==> config.mk <==
export PLATFORM = sky130hd
export DESIGN_NAME = bsk_com_filter_flat
export DESIGN_NICKNAME = d
export VERILOG_FILES = /design/src/rtl/bsk_com_filter_pkg.sv /design/src/rtl/bsk_com_filter_if.sv /design/src/rtl/bsk_com_filter_ch.sv /design/src/rtl/bsk_com_filter.sv /design/src/flat_wrapper.sv
export SDC_FILE = /design/constraint.sdc
export NUM_CORES = 1
export LEC_CHECK = 0
export CAP_MARGIN = 20
export CORE_MARGIN = 1
export CORE_UTILIZATION = 61
export DETAILED_ROUTE_END_ITERATION = 10
export GPL_ROUTABILITY_DRIVEN = 0
export PLACE_DENSITY_LB_ADDON = 0.12
export SKIP_LAST_GASP = 1
export SLEW_MARGIN = 20
export SYNTH_ARGS = -nofsm -noshare
export SYNTH_HDL_FRONTEND = slang
export SYNTH_HIERARCHICAL = 1
export SYNTH_SLANG_ARGS = --single-unit
==> constraint.sdc <==
create_clock -name clk -period 7.6 [get_ports clk]
set_clock_uncertainty 0.1 [all_clocks]
set_input_delay 1.14 -clock clk [delete_from_list [all_inputs] [get_ports clk]]
set_output_delay 1.14 -clock clk [all_outputs]
set_load 0.01 [all_outputs]
==> src/rtl/bsk_com_filter_pkg.sv <==
// -----------------------------------------------------------------------------
// bsk_pkg
// Shared constants for the command input conditioning stage:
//   COM_WIDTH     - number of command lines on the receiver command board
//   DEF_PRESCALE  - default clk cycles per debounce sample tick
//   DEF_FILT_LEN  - default consecutive differing samples to accept a level
//   clog2()       - ceiling log2, used to size counters from parameters
// -----------------------------------------------------------------------------
package bsk_pkg;

    localparam int COM_WIDTH    = 16;
    localparam int DEF_PRESCALE = 50;
    localparam int DEF_FILT_LEN = 8;

    // Ceiling log2 for counter sizing; callers guarantee value >= 2 so the
    // result is always at least 1 bit.
    function automatic int clog2(input int value);
        int result;
        result = 0;
        for (int i = 0; i < 31; i++) begin
            if ((1 << i) < value) begin
                result = i + 1;
            end
        end
        return result;
    endfunction

endpackage

==> src/rtl/bsk_com_filter_if.sv <==
// -----------------------------------------------------------------------------
// bsk_com_filter_if
// Signal bundle between the raw optocoupler command lines and the filtered
// command word.
//   iComRaw  - raw asynchronous command lines (active-high)
//   iBl      - output blocking, active-low
//   iClrChg  - one-clk pulse clearing the sticky change flags
//   oCom     - filtered, registered command word
//   oChg     - sticky per-channel change flags
//   oTick    - one-clk strobe per sample tick
// master: the side that drives the raw lines and controls (board / bench)
// slave : the filter itself
// -----------------------------------------------------------------------------
interface bsk_com_filter_if
    import bsk_pkg::*;
#(
    parameter int WIDTH = COM_WIDTH
);

    logic [WIDTH-1:0] iComRaw;
    logic             iBl;
    logic             iClrChg;
    logic [WIDTH-1:0] oCom;
    logic [WIDTH-1:0] oChg;
    logic             oTick;

    modport master (
        output iComRaw,
        output iBl,
        output iClrChg,
        input  oCom,
        input  oChg,
        input  oTick
    );

    modport slave (
        input  iComRaw,
        input  iBl,
        input  iClrChg,
        output oCom,
        output oChg,
        output oTick
    );

endinterface

==> src/rtl/bsk_com_filter_ch.sv <==
// -----------------------------------------------------------------------------
// bsk_com_filter_ch
// One command channel: two-flop synchroniser followed by a consecutive-sample
// debounce filter evaluated only on the shared sample tick.
//   clk     - system clock
//   iRes    - asynchronous active-low reset
//   comRaw  - raw asynchronous command line
//   tick    - one-clk sample strobe from the shared prescaler
//   state   - accepted (debounced) level
//   chgSet  - combinational pulse in the clk where a new level is accepted
// -----------------------------------------------------------------------------
module bsk_com_filter_ch
    import bsk_pkg::*;
#(
    parameter int FILT_LEN = DEF_FILT_LEN
) (
    input  logic clk,
    input  logic iRes,
    input  logic comRaw,
    input  logic tick,
    output logic state,
    output logic chgSet
);

    localparam int              CNT_W    = clog2(FILT_LEN);
    localparam logic [CNT_W-1:0] CNT_LAST = CNT_W'(FILT_LEN - 1);

    logic             syncP0;
    logic             syncP1;
    logic [CNT_W-1:0] cnt;
    logic             differ;

    // Stage p0/p1: plain flop chain, nothing between the stages
    always_ff @(posedge clk or negedge iRes) begin
        if (!iRes) begin
            syncP0 <= 1'b0;
            syncP1 <= 1'b0;
        end else begin
            syncP0 <= comRaw;
            syncP1 <= syncP0;
        end
    end

    assign differ = syncP1 ^ state;
    assign chgSet = tick & differ & (cnt == CNT_LAST);

    // Filter stage: any agreeing sample restarts the run of differing samples
    always_ff @(posedge clk or negedge iRes) begin
        if (!iRes) begin
            state <= 1'b0;
            cnt   <= '0;
        end else if (tick) begin
            if (!differ) begin
                cnt <= '0;
            end else if (cnt == CNT_LAST) begin
                state <= syncP1;
                cnt   <= '0;
            end else begin
                cnt <= cnt + 1'b1;
            end
        end
    end

endmodule

==> src/rtl/bsk_com_filter.sv <==
// -----------------------------------------------------------------------------
// bsk_com_filter
// Input conditioning for the receiver command board: synchronises and
// debounces WIDTH raw command lines, gates the result with the blocking input
// and keeps sticky per-channel change flags.
//   clk   - system clock (only clock)
//   iRes  - asynchronous active-low reset; all outputs 0 while low
//   bus   - bsk_com_filter_if.slave (iComRaw, iBl, iClrChg in;
//           oCom, oChg, oTick out)
// -----------------------------------------------------------------------------
module bsk_com_filter
    import bsk_pkg::*;
#(
    parameter int WIDTH    = COM_WIDTH,
    parameter int PRESCALE = DEF_PRESCALE,
    parameter int FILT_LEN = DEF_FILT_LEN
) (
    input logic                clk,
    input logic                iRes,
    bsk_com_filter_if.slave    bus
);

    localparam int             PS_W    = clog2(PRESCALE);
    localparam logic [PS_W-1:0] PS_LAST = PS_W'(PRESCALE - 1);

    logic [PS_W-1:0]  psCnt;
    logic             tick;
    logic [WIDTH-1:0] state;
    logic [WIDTH-1:0] chgSet;
    logic [WIDTH-1:0] comReg;
    logic [WIDTH-1:0] chgReg;
    logic             tickReg;

    // Shared prescaler: tick is high during the last count of each period
    assign tick = (psCnt == PS_LAST);

    always_ff @(posedge clk or negedge iRes) begin
        if (!iRes) begin
            psCnt <= '0;
        end else if (tick) begin
            psCnt <= '0;
        end else begin
            psCnt <= psCnt + 1'b1;
        end
    end

    for (genvar i = 0; i < WIDTH; i++) begin : gCh
        bsk_com_filter_ch #(
            .FILT_LEN (FILT_LEN)
        ) uCh (
            .clk    (clk),
            .iRes   (iRes),
            .comRaw (bus.iComRaw[i]),
            .tick   (tick),
            .state  (state[i]),
            .chgSet (chgSet[i])
        );
    end

    // Output stage: blocking only gates the word, never the filter or flags.
    // A set in the same clk as a clear wins for that bit.
    always_ff @(posedge clk or negedge iRes) begin
        if (!iRes) begin
            comReg  <= '0;
            chgReg  <= '0;
            tickReg <= 1'b0;
        end else begin
            comReg  <= state & {WIDTH{bus.iBl}};
            chgReg  <= (chgReg & ~{WIDTH{bus.iClrChg}}) | chgSet;
            tickReg <= tick;
        end
    end

    assign bus.oCom  = comReg;
    assign bus.oChg  = chgReg;
    assign bus.oTick = tickReg;

endmodule

==> src/flat_wrapper.sv <==
// flat-port wrapper written by rule: the top's interface ports become plain ports
module bsk_com_filter_flat import bsk_pkg::*;
#(
    parameter int WIDTH    = COM_WIDTH,
    parameter int PRESCALE = DEF_PRESCALE,
    parameter int FILT_LEN = DEF_FILT_LEN
)
  (clk, iRes, bus_iComRaw, bus_iBl, bus_iClrChg, bus_oCom, bus_oChg, bus_oTick);
  bsk_com_filter_if #(.WIDTH(WIDTH)) bus_i ();
  input logic clk;
  input logic iRes;
  input wire logic [$bits(bus_i.iComRaw)-1:0] bus_iComRaw;
  input wire logic [$bits(bus_i.iBl)-1:0] bus_iBl;
  input wire logic [$bits(bus_i.iClrChg)-1:0] bus_iClrChg;
  output wire logic [$bits(bus_i.oCom)-1:0] bus_oCom;
  output wire logic [$bits(bus_i.oChg)-1:0] bus_oChg;
  output wire logic [$bits(bus_i.oTick)-1:0] bus_oTick;
  assign bus_i.iComRaw = bus_iComRaw;
  assign bus_i.iBl = bus_iBl;
  assign bus_i.iClrChg = bus_iClrChg;
  assign bus_oCom = bus_i.oCom;
  assign bus_oChg = bus_i.oChg;
  assign bus_oTick = bus_i.oTick;
  bsk_com_filter #(.WIDTH(WIDTH), .PRESCALE(PRESCALE), .FILT_LEN(FILT_LEN)) u_core (.clk(clk), .iRes(iRes), .bus(bus_i));
endmodule
==> qor.csv <==
stage,metric,value,unit
outcome,status,"finished, final reports clean",
cts,cts_resized,0,
timing,rsz0062_at_grt,no,
yosys,syn_area,5330,µm²
timing,fin_crit_sh,35.3,%
detailed_routing,drc,0,
floorplanning,core_area,8340,µm²
worst_setup_path,crit_path_top_delay_cell,clkdlybuf4s50_1,
yosys,yosysSeqAreaShare,63.4,%
timing,worstMarginPinSlew,0.950,ns
yosys,synth_top_area_cell,dfrtp_1,
detailed_routing,drtIter0Drc,123,
job,cap_viol_max_count,0,
detailed_routing,final_antenna_net_count,0,
finish,final_cell_count_no_fill,618,
detailed_routing,vias,3273,
global_route,antenna_found_initial,0,
pwr,switchingPower,309,µW
yosys,yosys.area.top_type_share,63.4,%
finish,syn2layout_area_growth,23.7,%
yosys,synth_area_leaders,"dfrtp_1 (63%), ha_1 (8.0%), o22ai_1 (5.6%)",
worst_setup_path,crit_family,buffers and inverters,
placement,place.port_buffers,52,
timing,slew_headroom,36.7,%
global_route,globalRoute.totalOverflow,0,
worst_setup_path,crit_fanout,2,
yosys,synth_nets,483,
timing,hold_violations,0,
floorplanning,die_y,95.5,µm
yosys,synth_cell_types,17,
pwr,leakagePower,0.00334,µW
floorplanning,std_cell_rows,33,
placement,post-place-ws,4.97,ns
global_route,grt_pass1_vias,3483,
yosys,synth_cells,429,
timing,min_period,2.68,ns
finish,layout_commonest_cell,dfrtp_1,
timing,clock.fmax,373,MHz
global_route,grt_pass1_wl,15500,µm
cts,cts_buffers,17,
pwr,comb_power_share,2.3,%
cts,cts_buffer_depth,2,
finish,drive_above_1_share,9.94,%
global_route,track_usage,23.0,%
detailed_routing,totalWireLength,9220,µm
finish,diodes,0,
worst_setup_path,cp-end-kind,output pin,
cts,htree_levels,4,
yosys,synth_area_per_cell,12.4,µm²
cts,cts-root-buf,clkbuf_8,
global_route,grt_max_degree,81,
floorplanning,ioPinCount,53,
worst_setup_path,path_cells,clkdlybuf4s50_1,
hold_path,hold_class,reg2reg,
finish,fin_util,79.0,%
placement,placed_cells,587,
worst_setup_path,worst_setup_path_start_kind,register,
timing,finalSetupViolations,0,
pwr,p_int,1270,µW
detailed_routing,wl_per_cell,14.9,µm
cts,post-cts-setup-buffers,0,
floorplanning,die_area,9110,µm²
timing,hold_slack,0.247,ns
pwr,vdd_drop_max,0.144,mV
worst_setup_path,worstPathRequired,6.36,ns
cts,cts.clk_slew.worst_paths,0.06,ns
finish,fin_nets,555,
yosys,ys_warn_count,6,
placement,hpwl,5500,µm
worst_setup_path,critPathBufInv,1,
pwr,swShare,19.5,%
pwr,power_density,240,nW/µm²
timing,fin_ws,4.92,ns
cts,clock-sinks,135,
floorplanning,start_util,63.9,%
worst_setup_path,crit_path_max_incr_delay,0.55,ns
timing,setup_tns,0,ns
detailed_routing,firstDrtPassIters,7,
cts,cts_tree,yes,
cts,hold_buffers,0,
pwr,pwr-share-seq,46.4,%
detailed_routing,vias_per_cell,5.30,
worst_setup_path,criticalPathCategory,reg2out,
yosys,synth-seq-cells,135,
timing,slew_violations,0,
pwr,p_clk_share,51.3,%
worst_setup_path,arrival,1.44,ns
finish,final_cell_mix,"dfrtp_1 (135), clkdlybuf4s50_1 (51), inv_1 (51)",
floorplanning,die_w,95.5,µm
cts,clk_latency,0.50,ns
==> cell type report <==
cell class                      count  area [µm²]
Clock buffer                       22         473
Clock inverter                      9         123
Fill cell                         523        1750
Inverter                           51         191
Multi-Input combinational cell    241        1750
Sequential cell                   135        3380
Tap cell                          105         131
Timing Repair Buffer               55         544
==> state kept, by name, summed over array words and instances, names as in the netlist <==
register               flops
u_core/psCnt               6
u_core/bus.oCom           16
u_core/bus.oChg           16
u_core/bus.oTick           1
u_core/gCh.uCh/syncP0     16
u_core/gCh.uCh/state      16
u_core/gCh.uCh/syncP1     16
u_core/gCh.uCh/cnt        48
==> power by group through the flow <==
stage                     combinational [µW]  sequential [µW]  clock, µW
after global routing                    42.2              733        861
after CTS                               38.5              733        826
after floorplan                         10.8              744          0
final                                   37.1              733        811
after global placement                  37.9              745          0
after detailed placement                38.4              745          0
==> layer usage <==
layer | vias up | wire [µm] | GRT usage, %
li1 | 1588 | - | -
met3 | 11 | 275 | 5.34
met2 | 54 | 4760 | 39.5
met4 | 0 | 114 | 9.70
met1 | 1620 | 4070 | 28.0
met5 | - | 0 | 0
==> synth_stat cells, drive strengths merged <==
library cell    n
clkbuf          2
xor2            1
nand2          50
xnor2          18
o221ai          1
or3b           17
nor2           20
nand4           1
mux2           16
nand3           2
and2           16
dfrtp         135
nor4            1
inv            51
a21o           16
o22ai          48
ha             34
==> cell families (layout without fill, tap and decap cells) <==
group,Yosys count,after routing,synth area share [%]
flops,135,135,63.4
mux,16,16,3.38
fa+ha+maj,34,34,7.99
xor+xnor,19,19,3.12
compound gates,65,65,8.06
simple gates,107,107,10.3
buf+inv,53,137,3.73
==> metrics by stage <==
step / power (µW) / area, µm²
after floorplan: 755 / 5330
after global placement: 783 / 6000
after detailed placement: 784 / 6000
after CTS: 1600 / 6590
after global routing: 1640 / 6590
final: 1580 / 6590
==> worst paths after layout <==
| check | start | to | slack (ns) | cells past startpoint |
|---|---|---|---|---|
| setup / recovery | u_core/bus.oChg[8] | bus_oChg[8] | 4.92 | 1 |
| hold / removal | u_core/gCh[15].uCh/syncP0 | u_core/gCh[15].uCh/syncP1 | 0.25 | 0 |
| setup reg to reg | u_core/psCnt[1] | u_core/gCh[11].uCh/cnt[0] | 5.38 | 7 |
| hold reg to reg | u_core/gCh[15].uCh/syncP0 | u_core/gCh[15].uCh/syncP1 | 0.25 | 0 |
| max in group asynchronous | iRes | u_core/gCh[12].uCh/syncP1 | 5.59 | 2 |
| min in group asynchronous | iRes | u_core/gCh[0].uCh/cnt[0] | 0.48 | 1 |
Note: power is estimated with default switching activity, not from simulation.
